## config.mk

```make
export PLATFORM = sky130hd
export DESIGN_NAME = dmem_bridge
export DESIGN_NICKNAME = d
export VERILOG_FILES = /design/src/rtl/dmem_bridge.sv
export SDC_FILE = /design/constraint.sdc
export NUM_CORES = 1
export LEC_CHECK = 0
export CORE_UTILIZATION = 41
export CTS_BUF_LIST = sky130_fd_sc_hd__clkbuf_4
export DETAILED_ROUTE_END_ITERATION = 10
export PLACE_DENSITY = 0.81
export SYNTH_ARGS = -nofsm -noshare
export SYNTH_HDL_FRONTEND = slang
export SYNTH_SLANG_ARGS = --single-unit
export TNS_END_PERCENT = 30
```

## constraint.sdc

```tcl
create_clock -name CLK -period 2.9 [get_ports CLK]
set_input_delay 0.58 -clock CLK [delete_from_list [all_inputs] [get_ports CLK]]
set_output_delay 0.58 -clock CLK [all_outputs]
set_load 0.02 [all_outputs]
```

## src/rtl/dmem_bridge.sv

```systemverilog
// Load/store bridge from the core data port onto a registered req/ack word bus, with byte lanes, load extension and an ack timeout.
// Latency: with an immediate ack, stall is high for 2 cycles and data is valid in the 3rd. A withheld bus_ack keeps the core stalled for at most TIMEOUT REQ cycles.
module dmem_bridge #(
    parameter int ADDR_W  = 10,
    parameter int TIMEOUT = 16
) (
    input  logic              CLK,
    input  logic              RST,
    input  logic [31:0]       core_addr,
    input  logic [31:0]       core_wdata,
    input  logic              core_we,
    input  logic              core_re,
    input  logic [2:0]        core_funct3,
    output logic [31:0]       core_rdata,
    output logic              stall,
    output logic              misalign,
    output logic              bus_err,
    output logic              bus_req,
    output logic              bus_we,
    output logic [ADDR_W-1:0] bus_addr,
    output logic [3:0]        bus_be,
    output logic [31:0]       bus_wdata,
    input  logic              bus_ack,
    input  logic [31:0]       bus_rdata
);
    localparam int CNT_W = $clog2(TIMEOUT + 1);

    typedef enum logic [1:0] {IDLE, REQ, DONE} state_t;

    state_t             r_state;
    state_t             w_next;
    logic [CNT_W-1:0]   r_cnt;
    logic [1:0]         r_off;
    logic [2:0]         r_funct3;
    logic               r_req;
    logic               r_we;
    logic               r_misalign;
    logic               r_err;
    logic [ADDR_W-1:0]  r_addr;
    logic [3:0]         r_be;
    logic [31:0]        r_wdata;
    logic [31:0]        r_rdata;

    logic               w_access;
    logic               w_aligned;
    logic               w_cnt_last;
    logic               w_stall;
    logic [1:0]         w_off;
    logic [3:0]         w_be;
    logic [31:0]        w_shift;
    logic [31:0]        w_ext;
    logic               w_unused_addr;

    assign w_off         = core_addr[1:0];
    assign w_access      = core_we | core_re;
    assign w_cnt_last    = (r_cnt == CNT_W'(TIMEOUT - 1));
    assign w_unused_addr = ^core_addr[31:ADDR_W+2];

    // funct3[1:0] selects the size; 011/110/111 fall into the word case
    always_comb begin
        w_aligned = 1'b1;
        w_be      = 4'b1111;
        case (core_funct3[1:0])
            2'b00: begin
                w_aligned = 1'b1;
                w_be      = 4'b0001 << w_off;
            end
            2'b01: begin
                w_aligned = ~w_off[0];
                w_be      = 4'b0011 << w_off;
            end
            default: begin
                w_aligned = (w_off == 2'b00);
                w_be      = 4'b1111;
            end
        endcase
    end

    assign w_shift = bus_rdata >> {r_off, 3'b000};

    always_comb begin
        w_ext = bus_rdata;
        case (r_funct3)
            3'b000:  w_ext = {{24{w_shift[7]}}, w_shift[7:0]};
            3'b100:  w_ext = {24'd0, w_shift[7:0]};
            3'b001:  w_ext = {{16{w_shift[15]}}, w_shift[15:0]};
            3'b101:  w_ext = {16'd0, w_shift[15:0]};
            default: w_ext = bus_rdata;
        endcase
    end

    always_comb begin
        w_next  = r_state;
        w_stall = 1'b0;
        case (r_state)
            IDLE: begin
                if (w_access && w_aligned) begin
                    w_stall = 1'b1;
                    w_next  = REQ;
                end
            end
            REQ: begin
                w_stall = 1'b1;
                if (bus_ack || w_cnt_last) begin
                    w_next = DONE;
                end
            end
            DONE:    w_next = IDLE;
            default: w_next = IDLE;
        endcase
    end

    always_ff @(posedge CLK or posedge RST) begin
        if (RST) begin
            r_state <= IDLE;
        end else begin
            r_state <= w_next;
        end
    end

    always_ff @(posedge CLK or posedge RST) begin
        if (RST) begin
            r_cnt      <= '0;
            r_off      <= 2'd0;
            r_funct3   <= 3'd0;
            r_req      <= 1'b0;
            r_we       <= 1'b0;
            r_misalign <= 1'b0;
            r_err      <= 1'b0;
            r_addr     <= '0;
            r_be       <= 4'd0;
            r_wdata    <= 32'd0;
            r_rdata    <= 32'd0;
        end else begin
            r_misalign <= 1'b0;
            r_err      <= 1'b0;
            case (r_state)
                IDLE: begin
                    if (w_access) begin
                        if (w_aligned) begin
                            r_req    <= 1'b1;
                            r_we     <= core_we;
                            r_addr   <= core_addr[ADDR_W+1:2];
                            r_be     <= w_be;
                            r_wdata  <= core_wdata << {w_off, 3'b000};
                            r_off    <= w_off;
                            r_funct3 <= core_funct3;
                            r_cnt    <= '0;
                        end else begin
                            r_misalign <= 1'b1;
                            r_rdata    <= 32'd0;
                        end
                    end
                end
                REQ: begin
                    // an ack on the last counted cycle still wins over the timeout
                    if (bus_ack) begin
                        r_req <= 1'b0;
                        if (!r_we) begin
                            r_rdata <= w_ext;
                        end
                    end else if (w_cnt_last) begin
                        r_req   <= 1'b0;
                        r_rdata <= 32'd0;
                        r_err   <= 1'b1;
                    end else begin
                        r_cnt <= r_cnt + CNT_W'(1);
                    end
                end
                default: begin
                end
            endcase
        end
    end

    assign stall      = w_stall;
    assign core_rdata = r_rdata;
    assign misalign   = r_misalign;
    assign bus_err    = r_err;
    assign bus_req    = r_req;
    assign bus_we     = r_we;
    assign bus_addr   = r_addr;
    assign bus_be     = r_be;
    assign bus_wdata  = r_wdata;

endmodule

```

==> impl_metrics.py, run 1 <==
metrics = {
    "timing": {
        "rsz0062_at_grt": "false",
        "finalSetupViolCount": 0,
        "relSlewSlack_pct": 24.4,
        "drv_slew": 0,
        "post-route-min-period_ps": 2770,
        "fin_skew_ps": 18.4,
        "fmax_mhz": 361,
        "fin_crit_sh_pct": 95.4,
        "hold_viol": 0,
        "fin_tns_setup_ps": 0,
        "holdWs_ps": 506,
        "worstMarginPinSlew_ps": 1130,
    },
    "setup_path": {
        "path_buf_inv": 2,
        "regToRegSetupSlack_ps": 230,
        "crit_arrival_ps": 2190,
        "start_kind": "primary input",
        "crit_path_start": "core_funct3[1]",
        "path_class": "primary input to output port",
        "regToRegStartpoint": "r_cnt[0]$_DFFE_PP0P_",
        "rr_worst_depth": 8,
        "required_ps": 2320,
        "worstPathCellList": "clkdlybuf4s50_1 > a21oi_1 > or2_2 > o21ai_0 > a21oi_1 > clkdlybuf4s50_1",
        "crit_slowest_cell": "clkdlybuf4s50_1",
        "cp_top_family": "buffers and inverters",
        "crit_path_end_kind": "output port",
        "path_max_fanout": 3,
        "max_stage_delay_ps": 610,
        "reg2reg_to": "core_rdata[2]$_DFFE_PP0P_",
    },
    "min_path": {
        "hp-class": "register to register",
        "whs_path_depth": 1,
        "hold-path-endpoint": "core_rdata[13]$_DFFE_PP0P_",
        "worstHoldStart": "core_rdata[13]$_DFFE_PP0P_",
    },
    "synth": {
        "synth_most_common_cell": "dfrtp_1",
        "synthArstFlopShare_pct": 100,
        "synth_nets": 567,
        "yosysSeqAreaShare_pct": 49.1,
        "synthDistinctLibCells": 47,
        "synth-edff-count": 0,
        "yosys.area.top_type_share_pct": 49.1,
        "ys_warn_count": 0,
        "netlist_area_mm2": 0.00479,
        "synth-main-ff-cell": "dfrtp_1",
        "syn_avg_cell_area_um2": 10.4,
        "ys_ff_latch": 94,
        "syn_inst": 461,
        "netlist_top_cells_count": "94 x dfrtp_1, 44 x a21oi_1, 40 x nor2_1",
        "yosys.area.top_type": "dfrtp_1",
        "netlist_top_cells_area": "dfrtp_1 49%, mux2_2 6.8%, mux2i_1 5.0%",
    },
    "detailed_routing": {
        "wl_per_cell_um": 17.7,
        "drt_wl_total_um": 13600,
        "first_pass_iters": 6,
        "drtAntennaViolNets": 0,
        "first_iter_violations": 239,
        "via_per_inst": 5.54,
        "drc": 0,
        "dr_total_vias": 4262,
    },
    "clock_network": {
        "cts_setup_buffers": 0,
        "cts_tree": "yes",
        "clk_pin_slew_worst_paths_ps": 150,
        "h-tree-depth": 3,
        "cts_buffers": 9,
        "cts_buffer_depth": 2,
        "postCtsHoldBufs": 0,
        "clock_latency_ps": 450,
        "clock_tree.root_cell": "clkbuf_4",
        "cts-resized-gates": 0,
        "clock_sinks": 94,
    },
    "global_route": {
        "grt_pass1_vias": 4290,
        "grt_pass1_wl_um": 21300,
        "grt_max_degree": 61,
        "overflow": 0,
        "antenna_found_initial": 0,
        "grtUsageTotal_pct": 22.9,
    },
    "die": {
        "die_area_mm2": 0.0121,
        "start_util_pct": 41.9,
        "die_h_um": 110,
        "num_rows": 39,
        "num_io_pins": 187,
        "core_area_mm2": 0.0114,
        "die-width_um": 110,
    },
    "power_and_ir_drop": {
        "power_density_mw_per_mm2": 807,
        "netSwitchingFraction_pct": 38.3,
        "power_frac_comb_pct": 48.3,
        "leakage_nw": 2.91,
        "p_sw_w": 0.00208,
        "power_w": 0.00544,
        "peakVddDrop_mv": 0.462,
        "p_clk_share_pct": 13.1,
        "seqPwrFrac_pct": 38.6,
        "intPower_w": 0.00335,
    },
    "flow_run": {
        "maxCapViolCount": 0,
    },
    "place": {
        "gp_congestion": 0.861,
        "numPortBuffers": 166,
        "place_hpwl_um": 9840,
    },
    "cells_and_area": {
        "nFillCells": 952,
        "drive_gt1_share_pct": 12.1,
        "antenna_cells": 0,
        "area_delta_synth_final_pct": 40.7,
        "fin_nets": 727,
    },
    "outcome": {
        "run_status": "finished clean",
    },
}
layout by cell type, fill, tap and decap left out, drive strengths merged, types with 8 or more instances in the layout:
cell,count
a211oi,9
nor2b,10
nor2,41
clkbuf,11
dfrtp,94
mux2,31
a221o,19
nand3,16
o21ai,26
clkdlybuf4s50,165
nand2,30
mux2i,24
nand2b,11
buf,17
or2,8
inv,16
a21oi,44
sequential cells by signal, summed over array words and instances (netlist names):
signal	count
r_cnt	5
bus_be	4
bus_addr	10
r_funct3	3
bus_req	1
bus_wdata	32
r_off	2
bus_err	1
misalign	1
bus_we	1
core_rdata	32
r_state	2
kinds of logic after synthesis:
logic type,Yosys count,synth area share [%]
simple gates,134,14.7
compound gates,123,17.3
flops,94,49.1
mux,56,12.8
buf+inv,50,5.20
xor+xnor,2,0.366
fa+ha+maj,2,0.522
power groups by stage:
stage	clock (W)	combinational (W)	sequential, W
after CTS	0.000733	0.00264	0.00209
after global placement	0	0.00257	0.00209
final	0.000714	0.00263	0.00210
after global routing	0.000788	0.00281	0.00217
after floorplan	0	0.000963	0.00254
after detailed placement	0	0.00263	0.00212
routing by layer:
layer  vias to the layer above  global-route usage (%)  share of wire [%]
met5                         -                       0                  0
met4                         0                    10.5                2.9
met3                        30                    7.00                9.5
met2                       194                    38.2                 48
met1                      2062                    27.0                 39
li1                       1976                       -                  -
layout make-up:
| cell class | instances | area, um^2 | share of cell area, % |
|---|---|---|---|
| clock buffer | 11 | 82.6 | 1.23 |
| timing repair buffer | 182 | 1810 | 26.9 |
| clock inverter | 5 | 50.0 | 0.743 |
| multi-input combinational | 317 | 2190 | 32.5 |
| sequential | 94 | 2350 | 34.9 |
| inverter | 17 | 67.6 | 1.00 |
| tap | 143 | 179 | 2.66 |
through the flow:
step	util, %	std cells	setup slack [ps]	cell area [um^2]
floorplan	-	461	725	4790
global placement	57.8	753	155	6610
detailed placement	57.8	753	102	6610
CTS	59.0	769	118	6740
global route	59.0	769	63.5	6740
finish	59.0	769	132	6740
worst max-delay path by stage:
| stage | cells past startpoint | slack (ps) | end |
|---|---|---|---|
| finish | 6 | 130 | stall |
| global route | 8 | 60 | core_rdata[2]$_DFFE_PP0P_ |
| CTS | 6 | 120 | stall |
| detailed placement | 7 | 100 | core_rdata[1]$_DFFE_PP0P_ |
| global placement | 6 | 160 | stall |
| floorplan | 5 | 720 | stall |
Note: power is estimated with default switching activity, not from simulation.
==> run 2, diff against run 1 <==
--- a/config.mk
+++ b/config.mk
@@ -7,6 +7,7 @@
 export LEC_CHECK = 0
 export CORE_UTILIZATION = 41
 export CTS_BUF_LIST = sky130_fd_sc_hd__clkbuf_4
+export CTS_CLUSTER_DIAMETER = 40
 export DETAILED_ROUTE_END_ITERATION = 10
 export PLACE_DENSITY = 0.81
 export SYNTH_ARGS = -nofsm -noshare
==> results of run 2 <==
Same layout as run 1: the final DEF is identical, and so are final timing and power.
==> variant 1: new RTL, flow settings as in run 2 <==
Set the parameter `TIMEOUT` to 8 (it was 16).
--- a/src/rtl/dmem_bridge.sv
+++ b/src/rtl/dmem_bridge.sv
@@ -2,7 +2,7 @@
 // Latency: with an immediate ack, stall is high for 2 cycles and data is valid in the 3rd. A withheld bus_ack keeps the core stalled for at most TIMEOUT REQ cycles.
 module dmem_bridge #(
     parameter int ADDR_W  = 10,
-    parameter int TIMEOUT = 16
+    parameter int TIMEOUT = 8
 ) (
     input  logic              CLK,
     input  logic              RST,
Formal check against the unedited RTL: no difference found for any inputs over 4 cycles, from zero or initial values and one cycle with RST high; that may be too few to reach the edited logic, so the function may still have changed.
==> variant 1 against run 2 <==
Final area is 2.3% lower. Setup slack gained 0.17 ns. Sequential cell count is 1 lower. Synthesized cell count shrank 5.9%. Core utilization is 1.2 points higher. Highest routed layer unchanged. Wire length down 6.5%. Synthesized area is 3.0% lower. Power increased by 15%. Clock skew fell by 0.0043 ns.
==> variant 1: results (changes against run 2) <==
status - finished clean (unchanged)
Post-DP Area - 6440 um^2 (was 6610 um^2)
Non-clock buffer share - 0.270 (was 0.269)
Detailed Routing Iterations Pass 1 - 5 (was 6)
top cells by area, synth - dfrtp_1 (50%), mux2_2 (6.1%), mux2i_1 (5.4%), a221o_1 (4.7%), a21oi_1 (3.9%) (was dfrtp_1 (49%), mux2_2 (6.8%), mux2i_1 (5.0%), a21oi_1 (4.6%), a221o_1 (4.0%))
share of layout cells above drive strength 1 - 0.109 (was 0.121)
number of global-route vias before repair - 4,229 (was 4,290)
Max VDD drop - 0.501 mV (was 0.462 mV)
post-synthesis sequential area ratio - 0.501 (was 0.491)
largest net degree at the start of global routing - 76 (was 61)
met2 Track Usage GR - 0.370 (was 0.382)
static leakage - 2.75 nW (was 2.91 nW)
Final HPWL DP - 9100 um (was 9840 um)
first-pass GRT wire length - 20,400 um (was 21,300 um)
reg2reg start - r_off[0]$_DFFE_PP0P_ (was r_cnt[0]$_DFFE_PP0P_)
TritonCTS Buffers - 9 (unchanged)
Synth Instances - 434 (was 461)
inverter count - 16 (was 17)
most common library cells after synthesis - dfrtp_1 (93), nor2_1 (39), a21oi_1 (36) (was dfrtp_1 (94), a21oi_1 (44), nor2_1 (40))
initial DRC count - 178 (was 239)
Max Clock Skew - 0.0141 ns (was 0.0184 ns)
Worst EP arrival - 2.02 ns (was 2.19 ns)
Clock-cell share - 0.0215 (was 0.0197)
register area - 2330 um^2 (was 2350 um^2)
Finished Layout Cells - 737 (was 769)
placed insts - 721 (was 753)
worst setup path startpoint - core_addr[0] (was core_funct3[1])
Mapped Nets - 539 (was 567)
#MultiIn Comb - 294 (was 317)
Min Hold Slack - 0.506 ns (about the same)
asr flop ratio synth - 1.00 (unchanged)
M1 GR Usage - 0.275 (was 0.270)
Plain + repair buffers - 178 (was 182)
GRT Total Usage - 0.223 (was 0.229)
reg2reg path depth - 4 (was 8)
fin nets - 697 (was 727)
Syn-to-layout area delta - 41.7% (was 40.7%)
via count - 4,056 (was 4,262)
dpl ws - -0.0549 ns (was 0.102 ns)
Fill cells - 954 (was 952)
pwr dens - 946 nW/um^2 (was 807 nW/um^2)
## variant 1: cell types whose count changed after synthesis, sizes merged, moves of 3 or more
cell,before,now
and3,1,7
a221o,19,22
o211ai,0,6
nand2b,11,7
nand3,16,11
clkbuf,12,9
or2,8,0
a21oi,44,37
a211o,7,0
nand2,30,22
## variant 1: where the power goes
part	internal (mW)	switching [mW]	total, mW
Combinational	1.58	1.62	3.20
Clock	0.268	0.473	0.741
Sequential	1.83	0.457	2.29
Total	3.68	2.54	6.23
## variant 1: layer usage
metal,vias to the layer above,wire [um]
li1,1896,-
met1,1998,5450
met2,143,6150
met3,19,920
met4,0,179
met5,-,0
## variant 1: kinds of logic after synthesis
logic type	Yosys count	synth area share
adder cells (fa/ha/maj)	1	0.00269
multiplexers	56	0.131
buffers and inverters	47	0.0493
flip-flops	93	0.501
XOR/XNOR	3	0.00566
AO/OA/AOI/OAI	121	0.180
AND/OR/NAND/NOR	113	0.130
==> variant 2: new RTL, settings of run 2 <==
Made on the original files. Encoding of `state_t`: now one-hot (3 bits for 3 states).
--- a/src/rtl/dmem_bridge.sv
+++ b/src/rtl/dmem_bridge.sv
@@ -25,7 +25,7 @@
 );
     localparam int CNT_W = $clog2(TIMEOUT + 1);
 
-    typedef enum logic [1:0] {IDLE, REQ, DONE} state_t;
+    typedef enum logic [2:0] {IDLE = 3'b001, REQ = 3'b010, DONE = 3'b100} state_t;
 
     state_t             r_state;
     state_t             w_next;
Formal check against the unedited RTL: no difference found for any inputs over 4 cycles, from zero or initial values and one cycle with RST high; so few cycles prove little.
==> variant 2 against run 2 <==
Power grew 11%. Non-clock buffer count fell by 1. Synthesized area decreased by 0.78%. Final area about the same. Sequential cell count is 1 higher. Fmax rose by 12%. Hold slack improved by 0.0041 ns. Wire length down 3.6%. Setup slack better by 0.29 ns. Largest power group unchanged.
==> variant 2: results (changes against run 2) <==
reg2reg path depth - 6 (was 8)
clock slew at reported path FFs - 0.15 ns (about the same)
Plain + repair buffers - 181 (was 182)
Relative slew margins - 0.467 (was 0.244)
met2 routed WL - 5850 um (was 6530 um)
Clock buffer cells - 9 (was 11)
top cells by area, synth - dfrtp_1 (49%), mux2_1 (6.6%), mux2i_1 (5.9%), a221o_1 (3.8%), nand2_1 (2.8%) (was dfrtp_1 (49%), mux2_2 (6.8%), mux2i_1 (5.0%), a21oi_1 (4.6%), a221o_1 (4.0%))
Detailed Routing Iterations Pass 1 - 5 (was 6)
Max stage delay on crit path - 0.47 ns (was 0.61 ns)
Worst EP arrival - 1.90 ns (was 2.19 ns)
via count - 4,211 (was 4,262)
Fill cells - 927 (was 952)
largest net degree at the start of global routing - 96 (was 61)
WL met1 - 5630 um (was 5360 um)
GRT Total Usage - 0.229 (about the same)
distinct cell type count after synthesis - 51 (was 47)
highest metal used - met4 (unchanged)
Post-Syn Area per Cell - 10.8 um^2 (was 10.4 um^2)
most common library cells after synthesis - dfrtp_1 (94), nand2_1 (35), mux2_1 (28), mux2i_1 (28), o21ai_0 (23) (was dfrtp_1 (94), a21oi_1 (44), nor2_1 (40))
antenna violations before repair - 0 (unchanged)
worst setup path startpoint - core_we (was core_funct3[1])
met3 WL - 1350 um (was 1290 um)
#MultiIn Comb - 291 (was 317)
Post-CTS Resized - 0 (unchanged)
Post-DP Area - 6560 um^2 (was 6610 um^2)
reg2reg start - r_state[0]$_DFFE_PP1P_ (was r_cnt[0]$_DFFE_PP0P_)
placed insts - 725 (was 753)
Worst-Skew Late Latency - 0.45 ns (about the same)
fin nets - 702 (was 727)
first-pass GRT wire length - 21,100 um (was 21,300 um)
Max VDD drop - 0.584 mV (was 0.462 mV)
Non-clock buffer share - 0.267 (was 0.269)
pwr dens - 892 nW/um^2 (was 807 nW/um^2)
Max Clock Skew - 0.0200 ns (was 0.0184 ns)
Mapped Nets - 547 (was 567)
FF-to-FF End - bus_addr[5]$_DFFE_PP0P_ (was core_rdata[2]$_DFFE_PP0P_)
register area - 2380 um^2 (was 2350 um^2)
asr flop ratio synth - 1.00 (unchanged)
FF+latch count - 95 (was 94)
post-synthesis sequential area ratio - 0.501 (was 0.491)
clock root cell - clkbuf_4 (unchanged)
Yosys top cell by area - dfrtp_1 (unchanged)
drt wl/cell - 17.7 um (about the same)
crit-path max FO - 2 (was 3)
yosys warns - 0 (unchanged)
Finished Layout Cells - 741 (was 769)
initial DRC count - 259 (was 239)
# diodes - 0 (unchanged)
Clock Tree Buf Depth - 2 (unchanged)
Final HPWL DP - 9530 um (was 9840 um)
routability cong. - 0.876 (was 0.861)
static leakage - 2.84 nW (was 2.91 nW)
inverter count - 18 (was 17)
capture point of the worst path - stall (unchanged)
share of layout cells above drive strength 1 - 0.0682 (was 0.121)
Max Fclk - 0.403 GHz (was 0.361 GHz)
Clock-cell share - 0.0273 (was 0.0197)
status - finished clean (unchanged)
r2r setup slk - 0.79 ns (was 0.23 ns)
Multi-input gate area - 2130 um^2 (was 2190 um^2)
## variant 2: metal layers
metal | global-route usage | vias to the layer above
li1 | - | 1951
met1 | 0.297 | 2017
met2 | 0.359 | 223
met3 | 0.0664 | 20
met4 | 0.0924 | 0
met5 | 0 | -
## variant 2: through the flow
step	power (mW)	setup slack, ns
after CTS	6.05	0.0120
final	6.02	0.419
after detailed placement	5.13	0.0121
after floorplan	3.80	0.666
after global placement	5.06	0.0437
after global routing	6.37	0.332
## variant 2: worst min-delay path by stage
| stage | startpoint | endpoint | slack, ns | cells after the start |
|---|---|---|---|---|
| finish | bus_wdata[22]$_DFFE_PP0P_ | bus_wdata[22]$_DFFE_PP0P_ | 0.51 | 1 |
| global route | bus_addr[2]$_DFFE_PP0P_ | bus_addr[2]$_DFFE_PP0P_ | 0.51 | 1 |
| CTS | bus_addr[2]$_DFFE_PP0P_ | bus_addr[2]$_DFFE_PP0P_ | 0.51 | 1 |
| detailed placement | bus_addr[8]$_DFFE_PP0P_ | bus_addr[8]$_DFFE_PP0P_ | 0.48 | 1 |
| floorplan | r_cnt[0]$_DFFE_PP0P_ | r_cnt[0]$_DFFE_PP0P_ | 0.47 | 1 |
| global placement | bus_addr[1]$_DFFE_PP0P_ | bus_addr[1]$_DFFE_PP0P_ | 0.47 | 1 |
## variant 2: logic make-up after synthesis
family	share of synthesized area
AOI/OAI and AO/OA	0.209
DFF	0.501
and+or+nand+nor	0.0953
muxes	0.132
buffers and inverters	0.0516
xor gates and xnor gates	0.00553
adders and majority gates	0.00527
## variant 2: report_power, final
part / internal [mW] / switching, mW
Combinational: 1.42 / 1.49
Sequential: 1.80 / 0.398
Clock: 0.439 / 0.469
Total: 3.66 / 2.36
